### src/rtl/fixed_point_accumulator_pkg.sv
// fixed_point_accumulator_pkg: Q-format constants, default widths and FSM states for the PE accumulator
package fixed_point_accumulator_pkg;
    localparam int DEF_BITSIZE   = 14;
    localparam int DEF_FRAC_BITS = 7;
    localparam int DEF_ACC_BITS  = 20;
    localparam int DEF_CNT_W     = 6;
    localparam logic [DEF_BITSIZE-1:0] Q_MAX = 14'h1FFF;
    localparam logic [DEF_BITSIZE-1:0] Q_MIN = 14'h2000;
    typedef enum logic [1:0] {
        IDLE  = 2'd0,
        ACCUM = 2'd1,
        DONE  = 2'd2
    } state_t;
endpackage

### src/rtl/fixed_point_accumulator_sat_narrow.sv
// fixed_point_accumulator_sat_narrow: clamps a wide signed value into a narrower signed Q word, flagging overflow
module fixed_point_accumulator_sat_narrow #(
    parameter int IN_W  = 20,
    parameter int OUT_W = 14
) (
    input  logic [IN_W-1:0]  i_acc,
    output logic [OUT_W-1:0] o_q,
    output logic             o_ovf
);
    logic [IN_W-OUT_W:0] w_top;
    assign w_top = i_acc[IN_W-1:OUT_W-1];
    assign o_ovf = ~(&w_top | ~|w_top);
    assign o_q   = o_ovf ? {i_acc[IN_W-1], {(OUT_W-1){~i_acc[IN_W-1]}}} : i_acc[OUT_W-1:0];
endmodule

### src/rtl/fixed_point_accumulator.sv
// fixed_point_accumulator: sums a programmable window of Q products plus bias, saturating to the Q output format
module fixed_point_accumulator
    import fixed_point_accumulator_pkg::*;
#(
    parameter int bitsize  = DEF_BITSIZE,
    parameter int ACC_BITS = DEF_ACC_BITS,
    parameter int CNT_W    = DEF_CNT_W
) (
    input  logic               clk,
    input  logic               rst,
    input  logic               start,
    input  logic [CNT_W-1:0]   num_terms,
    input  logic [bitsize-1:0] bias,
    input  logic [bitsize-1:0] data_in,
    input  logic               valid_in,
    output logic [bitsize-1:0] acc_out,
    output logic               out_valid,
    output logic               busy,
    output logic               sat_flag
);
    state_t               r_state, w_next;
    logic [ACC_BITS-1:0]  r_acc;
    logic [CNT_W-1:0]     r_cnt;
    logic                 r_sticky;
    logic [bitsize-1:0]   r_acc_out;
    logic                 r_out_valid, r_sat_flag;
    logic [ACC_BITS-1:0]  w_term, w_bias, w_sat;
    logic [ACC_BITS:0]    w_sum;
    logic                 w_add_ovf, w_take, w_narrow_ovf;
    logic [bitsize-1:0]   w_narrow;

    assign w_term    = {{(ACC_BITS-bitsize){data_in[bitsize-1]}}, data_in};
    assign w_bias    = {{(ACC_BITS-bitsize){bias[bitsize-1]}}, bias};
    assign w_sum     = {r_acc[ACC_BITS-1], r_acc} + {w_term[ACC_BITS-1], w_term};
    assign w_add_ovf = w_sum[ACC_BITS] ^ w_sum[ACC_BITS-1];
    assign w_sat     = w_add_ovf ? {w_sum[ACC_BITS], {(ACC_BITS-1){~w_sum[ACC_BITS]}}} : w_sum[ACC_BITS-1:0];
    assign w_take    = (r_state == ACCUM) && valid_in;
    assign busy      = r_state != IDLE;
    assign acc_out   = r_acc_out;
    assign out_valid = r_out_valid;
    assign sat_flag  = r_sat_flag;

    fixed_point_accumulator_sat_narrow #(.IN_W(ACC_BITS), .OUT_W(bitsize)) u_narrow (
        .i_acc(r_acc),
        .o_q  (w_narrow),
        .o_ovf(w_narrow_ovf)
    );

    // state register
    always_ff @(posedge clk or negedge rst) begin
        if (!rst) r_state <= IDLE;
        else      r_state <= w_next;
    end

    // next state: a zero-term window skips straight to DONE; DONE always lasts one cycle
    always_comb begin
        w_next = r_state;
        if (r_state == IDLE) begin
            if (start) w_next = (num_terms == '0) ? DONE : ACCUM;
        end else if (r_state == ACCUM) begin
            if (valid_in && r_cnt == CNT_W'(1)) w_next = DONE;
        end else begin
            w_next = IDLE;
        end
    end

    // datapath: load bias on start, saturating add per valid term, publish narrowed result in DONE
    always_ff @(posedge clk or negedge rst) begin
        if (!rst) begin
            r_acc       <= '0;
            r_cnt       <= '0;
            r_sticky    <= 1'b0;
            r_acc_out   <= '0;
            r_out_valid <= 1'b0;
            r_sat_flag  <= 1'b0;
        end else begin
            r_out_valid <= 1'b0;
            if (r_state == IDLE && start) begin
                r_acc    <= w_bias;
                r_cnt    <= num_terms;
                r_sticky <= 1'b0;
            end
            if (w_take) begin
                r_acc    <= w_sat;
                r_cnt    <= r_cnt - CNT_W'(1);
                r_sticky <= r_sticky | w_add_ovf;
            end
            if (r_state == DONE) begin
                r_acc_out   <= w_narrow;
                r_out_valid <= 1'b1;
                r_sat_flag  <= r_sticky | w_narrow_ovf;
            end
        end
    end
endmodule

### config.mk
export PLATFORM = sky130hd
export DESIGN_NAME = fixed_point_accumulator
export DESIGN_NICKNAME = d
export VERILOG_FILES = /design/src/rtl/fixed_point_accumulator_pkg.sv /design/src/rtl/fixed_point_accumulator_sat_narrow.sv /design/src/rtl/fixed_point_accumulator.sv
export SDC_FILE = /design/constraint.sdc
export NUM_CORES = 1
export LEC_CHECK = 0
export CAP_MARGIN = 10
export CORE_ASPECT_RATIO = 1.75
export CORE_MARGIN = 8
export CORE_UTILIZATION = 49
export DETAILED_ROUTE_END_ITERATION = 10
export GPL_TIMING_DRIVEN = 0
export MAX_ROUTING_LAYER = met4
export PLACE_DENSITY = 0.77
export SETUP_SLACK_MARGIN = 0.5
export SYNTH_ARGS = -nofsm -noshare
export SYNTH_HDL_FRONTEND = slang
export SYNTH_SLANG_ARGS = --single-unit
export TNS_END_PERCENT = 20
### constraint.sdc
create_clock -name clk -period 2.3 [get_ports clk]
set_clock_uncertainty 0.1 [all_clocks]
set_input_delay 0.46 -clock clk [delete_from_list [all_inputs] [get_ports clk]]
set_output_delay 0.46 -clock clk [all_outputs]
set_load 0.1 [all_outputs]
==> key figures <==
Critical path
  • Arr. time, crit path: around 2.7 ns
  • Most repeated library cell on the critical path: o211ai_1
  • Worst setup startpoint: r_acc[0]
  • Worst r2r src: r_acc[0]
  • Worst Setup End Kind: register
  • Worst path max stage delay: around 0.41 ns
  • Critical path's slowest cell: dfrtp_1
  • Worst-path maximum fanout: 7
  • Crit-path cells: ha_4, inv_2, fa_2, nand2b_4, a21oi_4, o211ai_1, o211ai_1, a21o_2, buf_4, nor3_2, a221o_1
  • CP Data Required Time: 2.38 ns
  • Critical Path Source Type: register
  • Cells on worst reg2reg path: 11
  • CP Capture Point: r_sticky
  • Flop2flop setup slack: -0.34 ns
  • R2r endpoint: r_sticky
  • WS Path Type: register to register

Pwr
  • Power per cell area: between 1000 and 1500 nW/µm²
  • Sw Share: 0.442
  • Clock Power Share: 0.122
  • Internal: 3.89 mW
  • Lkg Pwr: 2.03 nW
  • Switching power: around 3.1 mW
  • Logic pwr share: 0.680
  • Flop pwr share: 0.198
  • Worst VDD drop: about 0.00082 V

Yosys
  • Mapped Area: approximately 3300 µm²
  • Synthesized flop and latch total: between 40 and 50
  • Fraction of the mapped netlist area in compound gates: 0.280
  • Synth Area in Simple Gates: 0.170
  • EDFF count, synth: 0
  • Syn Nets: approximately 450
  • Synth area leader: dfrtp_1
  • Largest family of logic cells by synthesized area: compound AO/OA/AOI/OAI gates
  • Yosys warns: 0
  • Main area contributors after synthesis: dfrtp_1 34%, ha_1 8.4%, a21oi_1 7.6%, nand2_1 6.8%, nor2_1 3.0%
  • Post-Synth Adder-Cell Area: 0.0966
  • Syn Area/Cell: 8.53 µm²
  • Primary FF master, synth: dfrtp_1
  • Synth Area in XOR/XNOR: 0.0532
  • Async S/R FF share, synth: 1.00
  • Post-synthesis sequential area ratio: 0.342
  • Cells after Synth: ~390
  • Yosys cell types: 60
  • Multiplexer share of the synthesized area: 0.0156
  • Top cell type's share of synthesized area: 0.342

Drt
  • Post-detailed-routing wire length: about 10000 µm
  • Post-route ant nets: 0
  • Avg Vias per Cell: 5.92
  • Drt wl/cell: around 18 µm
  • Initial DRC count: ~210
  • # DRC: 0
  • DRT Pass-1 Iters: 4
  • Vias: 3344

Clock network
  • H-tree levels: 2
  • CTS Sinks: 45
  • CTS tree: yes
  • Clk pin slew, worst setup/hold paths: 0.06 ns
  • Root buffer cell: clkbuf_16
  • Longest Clk Path Bufs: 2
  • CTS Buf Count: 5
  • Clock Latency Late Sink: 0.29 ns

Place
  • Placed cell count: approximately 520
  • Routability cong.: roughly 0.86
  • Port Buffers: 54
  • Placement Cell Area: between 4000 and 5000 µm²
  • HPWL after detailed placement: between 7000 and 8000 µm

Die
  • Initial core utilization: 0.503
  • Core Region: roughly 6500 µm²
  • Rows: 39
  • Die area: about 9700 µm²
  • Chip width: approximately 80 µm
  • Die Ht: between 100 and 150 µm
  • I/O pins: 55

Layout
  • Fin area: between 4000 and 5000 µm²
  • Most common cell after layout, fill and taps aside: nand2_1
  • Antenna cells: 0
  • Non-Filler Instances: between 500 and 600
  • Final nets: ~540
  • P&R area growth vs syn: 47.3%
  • Final Util: 0.741
  • Commonest non-fill, non-tap cells in the layout: 60 x nand2_1, 43 x dfrtp_1, 37 x a21oi_1
  • Layout cells sized above 1: 0.298

Global route
  • GRT Total Usage: 0.209
  • Largest net degree at the start of global routing: 39
  • Initial antenna violation count: 0
  • First-pass GRT wire length: between 15000 and 20000 µm
  • GR Overflow Total: 0
  • Vias in the first global route: about 3400

Run status
  • Failing checks: negative setup slack
  • Status: complete, but fails checks

Timing
  • Post-route setup slack: -0.345 ns
  • Slew HR: 0.619
  • Setup Viol. Count Final: 20
  • Fin crit share: 1.15
  • Hold Vio Cnt, Final: 0
  • Setup_tns: -5.36 ns
  • Least-Margin Pin Slew: 0.571 ns
  • RSZ-0062 raised after global routing: true
  • Final-report max-slew violation count: 0
  • Crit path time final: between 2 and 3 ns
  • F_max: ~380 MHz

Job
  • Max-Cap Viols: 0

Hold path
  • Hold Path Class: register to register
[worst min-delay path by stage]
stage	slack [ns]	to	startpoint	depth (start not counted)
6_report	0.38	acc_out[7]	acc_out[7]	2
5_1_grt	0.40	acc_out[13]	acc_out[13]	2
3_5_place_dp	0.23	r_acc[17]	rst	1
3_3_place_gp	0.36	acc_out[12]	acc_out[12]	2
4_1_cts	0.38	acc_out[13]	acc_out[13]	2
2_1_floorplan	0.06	acc_out[0]	rst	0
[cells in the mapped netlist (6+ instances only)]
| library cell | n |
|---|---|
| nand4_1 | 8 |
| xnor2_1 | 8 |
| ha_1 | 22 |
| o21ai_1 | 11 |
| nor2_1 | 26 |
| a21o_1 | 6 |
| o21ai_0 | 18 |
| xor2_1 | 7 |
| nand2_1 | 60 |
| nand3_1 | 9 |
| dfrtp_1 | 45 |
| clkbuf_1 | 11 |
| a21oi_1 | 50 |
| a31o_1 | 8 |
| inv_1 | 15 |
| o211ai_2 | 6 |
[power groups by stage]
stage | Sequential (mW) | Combinational [mW] | Clock [mW]
after floorplan | 1.28 | 2.87 | 0
after global routing | 1.41 | 5.13 | 0.895
after global placement | 1.32 | 3.53 | 0
after CTS | 1.34 | 4.38 | 0.854
after detailed placement | 1.34 | 3.63 | 0
final | 1.38 | 4.75 | 0.853
[layer usage]
| layer | track usage | vias to the layer above | share of wire |
|---|---|---|---|
| met3 | 0.0332 | 34 | 0.043 |
| li1 | - | 1597 | - |
| met4 | 0.115 | 0 | 0.044 |
| met5 | - | - | 0 |
| met1 | 0.211 | 1616 | 0.36 |
| met2 | 0.370 | 97 | 0.55 |
[stage by stage]
step                power, mW  worst slack (ns)  hold slack (ns)
floorplan                4.15           -0.0932           0.0644
global placement         4.86            -0.989            0.360
detailed placement       4.97             -1.05            0.226
CTS                      6.58            -0.362            0.382
global route             7.43            -0.451            0.398
finish                   6.98            -0.345            0.375
[critical path: cells and delay by family, from the launching register on]
kind	cells	cell delay [ns]
AOI/OAI and AO/OA	5	1.13
adders and majority gates	2	0.50
DFF	1	0.41
and+or+nand+nor	2	0.21
buffers and inverters	2	0.19
[cell families after synthesis]
| kind of cell | count (synthesis) |
|---|---|
| and+or+nand+nor | 125 |
| DFF | 45 |
| muxes | 5 |
| adders and majority gates | 25 |
| xor gates and xnor gates | 17 |
| buffers and inverters | 35 |
| AOI/OAI and AO/OA | 134 |
[state kept, by name, indices dropped and copies added, names as in the netlist]
name and flops:
r_cnt 6, sat_flag 1, acc_out 14, out_valid 1, r_state 2, r_acc 20, r_sticky 1
[final cells by class]
type | instances | area, µm²
clock inverter | 2 | 37.5
clock buffer | 6 | 139
sequential | 45 | 1130
tap | 82 | 103
timing repair buffer | 88 | 843
buffer | 18 | 134
multi-input combinational | 307 | 2400
inverter | 17 | 63.8
fill | 466 | 1690
[timing repair]
item / in CTS / in global routing
gates cloned: 2 / 0
hold endpoints to repair: 7 / 0
hold buffers: 1 / 0
resized for setup: 110 / 35
buffers inserted: 20 / 11
setup endpoints to repair: 55 / 42
pin swaps: 27 / 18
(Power assumes the default switching activity.)
